**config.mk**
```make
export PLATFORM = sky130hd
export DESIGN_NAME = alu_scheduler
export DESIGN_NICKNAME = d
export VERILOG_FILES = /design/src/rtl/alu_scheduler_pkg.sv /design/src/rtl/alu_scheduler_rr_arb2.sv /design/src/rtl/alu_scheduler.sv
export SDC_FILE = /design/constraint.sdc
export NUM_CORES = 1
export LEC_CHECK = 0
export CELL_PAD_IN_SITES_DETAIL_PLACEMENT = 0
export CELL_PAD_IN_SITES_GLOBAL_PLACEMENT = 2
export CORE_MARGIN = 4
export CORE_UTILIZATION = 23
export CTS_BUF_LIST = sky130_fd_sc_hd__clkbuf_2
export DETAILED_ROUTE_END_ITERATION = 12
export PLACE_DENSITY_LB_ADDON = 0.05
export SKIP_CTS_REPAIR_TIMING = 1
export SYNTH_ARGS = -nofsm -noshare
export SYNTH_HDL_FRONTEND = slang
export SYNTH_SLANG_ARGS = --single-unit
export TNS_END_PERCENT = 5
```
**constraint.sdc**
```tcl
create_clock -name Clk -period 2.3 [get_ports Clk]
set_clock_uncertainty 0.2 [all_clocks]
set_input_delay 0.575 -clock Clk [delete_from_list [all_inputs] [get_ports Clk]]
set_output_delay 0.575 -clock Clk [all_outputs]
set_load 0.02 [all_outputs]
```
**src/rtl/alu_scheduler_pkg.sv**
```systemverilog
// Shared CPU definitions: ALU opcodes, NZCV bit positions, per-op flag masks
// and the scheduler's internal state/op-register types.
package alu_scheduler_pkg;

  typedef enum logic [3:0] {
    OP_PASS  = 4'd0,
    OP_OR    = 4'd1,
    OP_AND   = 4'd2,
    OP_XOR   = 4'd3,
    OP_ADD   = 4'd4,
    OP_ADC   = 4'd5,
    OP_SUB   = 4'd6,
    OP_SUBC  = 4'd7,
    OP_SHL   = 4'd8,
    OP_SHR   = 4'd9,
    OP_ROL   = 4'd10,
    OP_ROR   = 4'd11,
    OP_ADD16 = 4'd12
  } alu_op_e;

  localparam int FLAG_N = 3;
  localparam int FLAG_Z = 2;
  localparam int FLAG_C = 1;
  localparam int FLAG_V = 0;

  typedef enum logic [1:0] {
    ST_IDLE = 2'd0,
    ST_EXEC = 2'd1,
    ST_RESP = 2'd2
  } state_e;

  typedef struct packed {
    logic [3:0]  op;
    logic [15:0] a;
    logic [15:0] b;
    logic        id;
    logic        setflags;
  } op_reg_t;

  function automatic logic op_is_defined(input logic [3:0] op);
    return op <= OP_ADD16;
  endfunction

  // Returns the {N,Z,C,V} bits an op is allowed to write; undefined ops write none.
  function automatic logic [3:0] flag_mask(input logic [3:0] op);
    logic [3:0] m;
    m = 4'b0000;
    case (op)
      OP_PASS, OP_OR, OP_AND, OP_XOR:  m = 4'b1100;
      OP_ADD, OP_ADC, OP_SUB, OP_SUBC: m = 4'b1111;
      OP_SHL, OP_SHR, OP_ROL, OP_ROR:  m = 4'b1110;
      default:                         m = 4'b0000;
    endcase
    return m;
  endfunction

endpackage

```
**src/rtl/alu_scheduler_rr_arb2.sv**
```systemverilog
// Two-way arbiter: round-robin on contention, or fixed priority to requester 0.
module rr_arb2 #(
  parameter bit ROUND_ROBIN = 1'b1
) (
  input  logic       Clk,
  input  logic       Reset_n,
  input  logic [1:0] req,
  input  logic       advance,
  output logic       gnt_valid,
  output logic       gnt_id
);

  logic last_reg;

  // Reset to requester 1 so the first contended grant goes to requester 0.
  always_ff @(posedge Clk or negedge Reset_n) begin
    if (!Reset_n) begin
      last_reg <= 1'b1;
    end else if (advance && gnt_valid) begin
      last_reg <= gnt_id;
    end
  end

  always_comb begin
    gnt_valid = |req;
    gnt_id    = 1'b0;
    if (req == 2'b11) begin
      gnt_id = ROUND_ROBIN ? ~last_reg : 1'b0;
    end else if (req == 2'b10) begin
      gnt_id = 1'b1;
    end
  end

endmodule

```
**src/rtl/alu_scheduler.sv**
```systemverilog
// Single-issue ALU scheduler: arbitrates two requesters onto one external ALU,
// returns one registered response per operation and owns the NZCV flags.
module alu_scheduler
  import alu_scheduler_pkg::*;
#(
  parameter bit ROUND_ROBIN = 1'b1
) (
  input  logic        Clk,
  input  logic        Reset_n,
  input  logic        req0_valid,
  output logic        req0_ready,
  input  logic [3:0]  req0_op,
  input  logic [15:0] req0_a,
  input  logic [15:0] req0_b,
  input  logic        req0_setflags,
  input  logic        req1_valid,
  output logic        req1_ready,
  input  logic [3:0]  req1_op,
  input  logic [15:0] req1_a,
  input  logic [15:0] req1_b,
  output logic        rsp_valid,
  input  logic        rsp_ready,
  output logic        rsp_id,
  output logic [15:0] rsp_data,
  output logic        rsp_pagecross,
  input  logic        flag_wr_en,
  input  logic [3:0]  flag_wr_data,
  output logic [3:0]  flags,
  output logic [3:0]  alu_op,
  output logic [7:0]  aluh0,
  output logic [7:0]  aluh1,
  output logic [7:0]  alul0,
  output logic [7:0]  alul1,
  output logic        alu_cin,
  input  logic [7:0]  aluh_out,
  input  logic [7:0]  alul_out,
  input  logic        alu_n,
  input  logic        alu_z,
  input  logic        alu_c,
  input  logic        alu_v
);

  state_e      state_reg, state_next;
  op_reg_t     op_reg, op_next;
  logic [3:0]  flags_reg, flags_next;
  logic [3:0]  alu_nzcv, upd_mask;
  logic        rsp_id_reg, rsp_pc_reg;
  logic [15:0] rsp_data_reg;
  logic        gnt_valid, gnt_id, accept, pagecross_next;

  rr_arb2 #(
    .ROUND_ROBIN (ROUND_ROBIN)
  ) u_arb (
    .Clk       (Clk),
    .Reset_n   (Reset_n),
    .req       ({req1_valid, req0_valid}),
    .advance   (accept),
    .gnt_valid (gnt_valid),
    .gnt_id    (gnt_id)
  );

  // The granted requester is always valid, so ready doubles as the accept.
  assign accept     = (state_reg == ST_IDLE) && gnt_valid;
  assign req0_ready = accept && !gnt_id;
  assign req1_ready = accept && gnt_id;

  assign rsp_valid     = (state_reg == ST_RESP);
  assign rsp_id        = rsp_id_reg;
  assign rsp_data      = rsp_data_reg;
  assign rsp_pagecross = rsp_pc_reg;
  assign flags         = flags_reg;

  assign pagecross_next = (op_reg.op == OP_ADD16) &&
                          (({1'b0, op_reg.a[7:0]} + {1'b0, op_reg.b[7:0]}) > 9'h0FF);

  always_comb begin
    state_next = state_reg;
    op_next    = op_reg;
    alu_op     = OP_PASS;
    aluh0      = 8'h00;
    aluh1      = 8'h00;
    alul0      = 8'h00;
    alul1      = 8'h00;
    alu_cin    = 1'b0;
    case (state_reg)
      ST_IDLE: begin
        if (accept) begin
          state_next = ST_EXEC;
          if (gnt_id) begin
            op_next.op       = req1_op;
            op_next.a        = req1_a;
            op_next.b        = req1_b;
            op_next.id       = 1'b1;
            op_next.setflags = 1'b0;
          end else begin
            op_next.op       = req0_op;
            op_next.a        = req0_a;
            op_next.b        = req0_b;
            op_next.id       = 1'b0;
            op_next.setflags = req0_setflags;
          end
        end
      end
      ST_EXEC: begin
        state_next = ST_RESP;
        alu_op     = op_is_defined(op_reg.op) ? op_reg.op : OP_PASS;
        aluh0      = op_reg.a[15:8];
        alul0      = op_reg.a[7:0];
        aluh1      = op_reg.b[15:8];
        alul1      = op_reg.b[7:0];
        alu_cin    = flags_reg[FLAG_C];
      end
      ST_RESP: begin
        if (rsp_ready) begin
          state_next = ST_IDLE;
        end
      end
      default: state_next = ST_IDLE;
    endcase
  end

  // A direct flag load overrides the ALU update on all four bits.
  always_comb begin
    alu_nzcv         = 4'b0000;
    alu_nzcv[FLAG_N] = alu_n;
    alu_nzcv[FLAG_Z] = alu_z;
    alu_nzcv[FLAG_C] = alu_c;
    alu_nzcv[FLAG_V] = alu_v;
    upd_mask         = 4'b0000;
    if ((state_reg == ST_EXEC) && !op_reg.id && op_reg.setflags) begin
      upd_mask = flag_mask(op_reg.op);
    end
    flags_next = (flags_reg & ~upd_mask) | (alu_nzcv & upd_mask);
    if (flag_wr_en) begin
      flags_next = flag_wr_data;
    end
  end

  always_ff @(posedge Clk or negedge Reset_n) begin
    if (!Reset_n) begin
      state_reg    <= ST_IDLE;
      op_reg       <= '0;
      flags_reg    <= 4'b0000;
      rsp_id_reg   <= 1'b0;
      rsp_data_reg <= 16'h0000;
      rsp_pc_reg   <= 1'b0;
    end else begin
      state_reg <= state_next;
      op_reg    <= op_next;
      flags_reg <= flags_next;
      if (state_reg == ST_EXEC) begin
        rsp_data_reg <= {aluh_out, alul_out};
        rsp_id_reg   <= op_reg.id;
        rsp_pc_reg   <= pagecross_next;
      end
    end
  end

endmodule
```
Yosys cells after proc, flatten, opt, wreduce, memory -nomap -nowiden
Memories as Yosys holds them, arrays and structs flattened.
Cells that the tools add are included.
{"block": "op_classes", "reduce_logical": 13, "n_lt_le_gt_ge": 2, "bitwise_logic": 5, "muxes": 15, "n_eq_ne": 7, "n_addsub": 1}
{"operator": "$mux 38", "count": 1}
{"operator": "$mux 8", "count": 4}
{"operator": "$mux 4", "count": 4}
{"operator": "$add 8x8->9", "count": 1}
{"operator": "$gt 9x8->1 const B", "count": 1}
{"operator": "$and 4x4->4", "count": 2}
{"operator": "$logic_and 1x1->1", "count": 7}
{"operator": "$eq 2x2->1 const B", "count": 3}
{"operator": "$pmux 2 s3", "count": 1}
{"operator": "$eq 4x4->1 const B", "count": 1}
{"operator": "$le 4x4->1 const B", "count": 1}
{"operator": "$mux 2", "count": 2}
{"operator": "$not 4->4", "count": 1}
{"operator": "$or 4x4->4", "count": 1}
{"operator": "$reduce_and 2->1", "count": 2}
{"operator": "$mux 1", "count": 3}
{"operator": "$eq 2x1->1 const B", "count": 1}
{"operator": "$logic_not 1->1", "count": 2}
{"operator": "$logic_not 2->1", "count": 1}
{"operator": "$ne 2x1->1 const B", "count": 1}
{"operator": "$ne 2x2->1 const B", "count": 1}
{"operator": "$reduce_or 2->1", "count": 1}
{"operator": "$not 1->1", "count": 1}
{"block": "word_totals", "mem_count": 1, "register_bits": 63, "output_inout_bits": 62, "romBits": 64, "input_bits": 103}
{"memory": "(name not given)", "words": 16, "word_bits": 4, "rd": 1, "rd_clocked_by_memory_dff": 0, "write_ports": 0, "line_no": "alu_scheduler_pkg.sv:48", "source": "case (op)"}

Logic depth before layout (Yosys ltp)
{"block": "logic_depth", "word_depth": 8, "ltp_mapped": 7, "depth_no_buf": 7}

Cells and area by module
From an unflattened synthesis, not the netlist that was laid out.
{"block": "hier_totals", "cells_unflattened": 339, "area_unflattened_um2": 3209.3}
{"mod": "alu_scheduler", "cells_each": 334, "area_per_inst_um2": 3158.0, "instances": 1, "seq_area_each_um2": 1551.5}
{"mod": "rr_arb2", "cells_each": 5, "area_per_inst_um2": 51.3, "instances": 1, "seq_area_each_um2": 26.3}

Least setup slack after synthesis
Ideal clock, no wire load.
{"block": "synth_path", "path_kind": "flip-flop to output port", "startpoint": "reg state_reg[1]", "endpoint": "out alu_op[0]", "path_slack_ns": 0.316, "arrival_ns": 1.209, "path_buffers": 1, "path_stages_with_launch": 4, "cell_sequence": "dfrtp_1 nand2b_1 clkbuf_1 nor3b_1"}
{"block": "synth_via", "elab_chain_len": 2}
{"item": "start, declared", "line_no": "alu_scheduler.sv:43", "source": "state_e state_reg, state_next;"}
{"item": "start signal, assigned", "line_no": "alu_scheduler.sv:148", "source": "state_reg <= state_next;"}
{"item": "$eq 2x1->1", "line_no": "alu_scheduler.sv:85", "source": "case (state_reg)"}
{"item": "$mux 4", "line_no": "alu_scheduler.sv:85"}
{"item": "end, declared", "line_no": "alu_scheduler.sv:29", "source": "output logic [3:0] alu_op,"}
No other way between the ends.

Worst setup path in the final report
{"block": "layout_path", "startpoint": "reg state_reg[0]", "endpoint": "out alu_op[2]"}
Same word-level chain as after synthesis.

==> results.txt <==
----------------------------------------------------
[Route]
  First DRT Iteration DRCs ... between 60 and 70
  Wire length reported by the detailed router ... just over 10000 um
  Via count ... between 2000 and 3000
  Remaining antenna violation count ... 0
  # DRC ... 0
  Average wire length per cell after detail routing ... about 16 um
  Via-per-instance ratio ... ~4.3
  Count of TritonRoute iterations in the first routing pass ... 5

[Synth]
  Most instantiated cells after synthesis ... dfrtp_1, nand2_1, and2_1
  Area share of the leading cell type in the synthesized netlist ... approximately half
  Cell type with the largest total area after synthesis ... dfrtp_1
  Number of warnings printed during yosys synthesis ... 0
  Leading post-synthesis cells by cell area ... dfrtp_1, a221o_1, and2_1
  Synthesized net count ... ~410
  Number of enable flip-flop cells after synthesis ... 0
  Post-synthesis instance total ... 299
  Sequential share of the synthesized area ... between 50% and 60%
  Distinct cell type count of the synthesized netlist ... 29
  Synthesized area per cell ... just over 10 um2
  Ys async rst share ... 100%
  Most common cell in the synthesized netlist ... dfrtp_1
  Cell area after technology mapping ... roughly 3100 um2
  Synth Flop Type ... dfrtp_1
  Register bit total from synthesis ... 63

[Power and ir drop]
  Internal power ... approximately 3.4 mW
  Peak supply drop ... ~310 uV
  Power per standard cell area ... 1120 nW/um2
  Share of total power in sequential cells ... ~34%
  Switching Fraction ... 40.8%
  Leakage power figure ... 2.58 nW
  Combinational power share ... between 50 and 60%
  Clock group share of total power ... 11.2%
  Net switching power ... 2.36 mW

[Clock network]
  H-Tree Level Count ... 3
  Root buf cell ... clkbuf_2
  CTS Buffer Depth ... 2
  Later-pin clock latency in the skew report ... 0.48 ns
  CTS tree ... yes
  Clock-pin transition on the worst setup and hold timing paths ... 0.16 ns
  CTS Buf Count ... 9
  # clock sinks ... 63

[Die]
  Horiz. Die Dim ... ~120 um
  Effective utilization at floorplan ... between 20% and 30%
  Placeable Area ... between 10000 and 15000 um2
  Ports ... approximately 170
  Floorplan die area ... 15200 um2
  Die extent in y ... roughly 120 um
  Floorplan row count ... 41

[Global routing]
  Vias in the first global route ... between 3000 and 4000
  Total overflow reported by the global router ... 0
  Number of antenna violations at the first check in global routing ... 0
  Largest net degree at the start of global routing ... 39
  Wire length of the first global-routing pass ... 15900 um
  GR Util All Layers ... between 10% and 20%

[Cells and area]
  Final core utilization ... a little over 40%
  Area grow syn2layout ... 68.6%
  Antenna fix cells ... 0
  Layout Nets ... between 500 and 600
  Share of post-route cells with drive strength above 1 ... between 10% and 20%
  Post-Layout Cell Count ... around 650
  Flip-flop count of the largest register, all copies and words added ... 38

[Critical path]
  Signal arrival time at the worst endpoint ... around 1.6 ns
  Critical Setup Path Class ... flip-flop to output port
  Required @ worst endpoint ... 1.52 ns
  Type of destination of the critical path ... output port
  Startpoint types ... flip-flop
  Max FO, Critical Path ... 9

[Timing]
  Max Transition Viols Final ... 0
  Worst slew pin tran ... roughly 0.47 ns
  Minimum hold slack ... 0.290 ns
  Setup TNS Final ... -1.29 ns
  Setup-violating endpoint count in the final report ... 37
  Time the final worst path needs with I/O delays and setup ... between 2 and 2.5 ns
  Endpoints failing hold ... 0
  Unrepaired setup endpoints after global routing ... yes
  Period utilisation layout ... 104%
  Max Clock Freq ... between 0.4 and 0.5 GHz
  Slew headroom ... between 60 and 70%
  Final critical-path setup slack ... -0.0811 ns

[Place]
  Gp weighted congestion ... 0.688
  Placed wire-length estimate ... between 7000 and 8000 um
  Post-Place Setup Slack ... -0.401 ns
  Number of port buffers ... 164
  # placed instances ... between 600 and 700

[Hold path]
  Path type of the worst min-delay path ... flip-flop to flip-flop

[Outcome]
  Result of the run ... finished with violations
  Failing checks ... negative setup slack

[Run]
  Number of maximum-capacitance violations ... 0

----------------------------------------------------
## final cells by class
cell class	count	area, um2
Clock buffer	9	45.0
Clock inverter	6	52.6
Fill cell	1317	7660
Inverter	7	26.3
Multi-Input combinational cell	210	1420
Sequential cell	63	1580
Tap cell	172	215
Timing Repair Buffer	185	1830
## metrics by stage
| step | instance area, um2 | power, mW |
|---|---|---|
| after detailed placement | 5050 | 5.30 |
| final | 5160 | 5.78 |
| after floorplan | 3060 | 3.66 |
| after global routing | 5160 | 6.28 |
| after CTS | 5150 | 5.97 |
| after global placement | 5050 | 5.29 |
## worst max-delay path: stages (launching register included)
cell,delay (ns)
dfrtp_1,0.44
nor2b_4,0.20
buf_4,0.18
and3_1,0.16
clkbuf_2,0.17
## logic make-up after synthesis
family,Yosys count,share of synthesized area (%)
adders and majority gates,10,4.33
muxes,4,1.31
AOI/OAI and AO/OA,53,15.1
and+or+nand+nor,143,24.2
DFF,63,51.5
buffers and inverters,26,3.60
## per-layer routing
layer	up-vias	GRT usage, %	share of wire [%]
met2	94	23.3	50
met5	-	0	0
li1	1383	-	-
met1	1307	16.2	41
met4	0	3.11	0.79
met3	6	4.99	8.2
## power groups by stage
stage          Sequential, mW  Combinational [mW]  Clock (mW)
4_1_cts                  1.95                3.34       0.685
3_5_place_dp             1.97                3.32           0
2_1_floorplan            2.07                1.58           0
6_report                 1.94                3.19       0.650
3_3_place_gp             1.97                3.32           0
5_1_grt                  2.02                3.53       0.736
## final timing paths
| kind | start | depth (start not counted) | to | slack, ns |
|---|---|---|---|---|
| worst max-delay path | state_reg[0] | 4 | alu_op[2] | -0.08 |
| worst min-delay path | rsp_data[14] | 2 | rsp_data[14] | 0.29 |
| worst max register to register | state_reg[0] | 6 | op_reg[20] | 0.42 |
| worst min register to register | rsp_data[14] | 2 | rsp_data[14] | 0.29 |
| max in group asynchronous | Reset_n | 3 | op_reg[35] | 0.98 |
| min in group asynchronous | Reset_n | 2 | rsp_data[8] | 0.34 |
## cells in the final DEF (no fill, tap or decap), types with 4 or more instances in the layout
master           count
clkdlybuf4s50_1    101
dfrtp_1             61
nand2_1             56
and2_1              43
a221o_1             36
buf_4               29
dlymetal6s2s_1      23
and2_0              20
clkbuf_2            20
buf_6               16
nor2_1              10
ha_1                 8
inv_1                7
o21ai_0              7
mux2i_1              4
clkinv_1             4
Power figures use the tool's default switching activity.
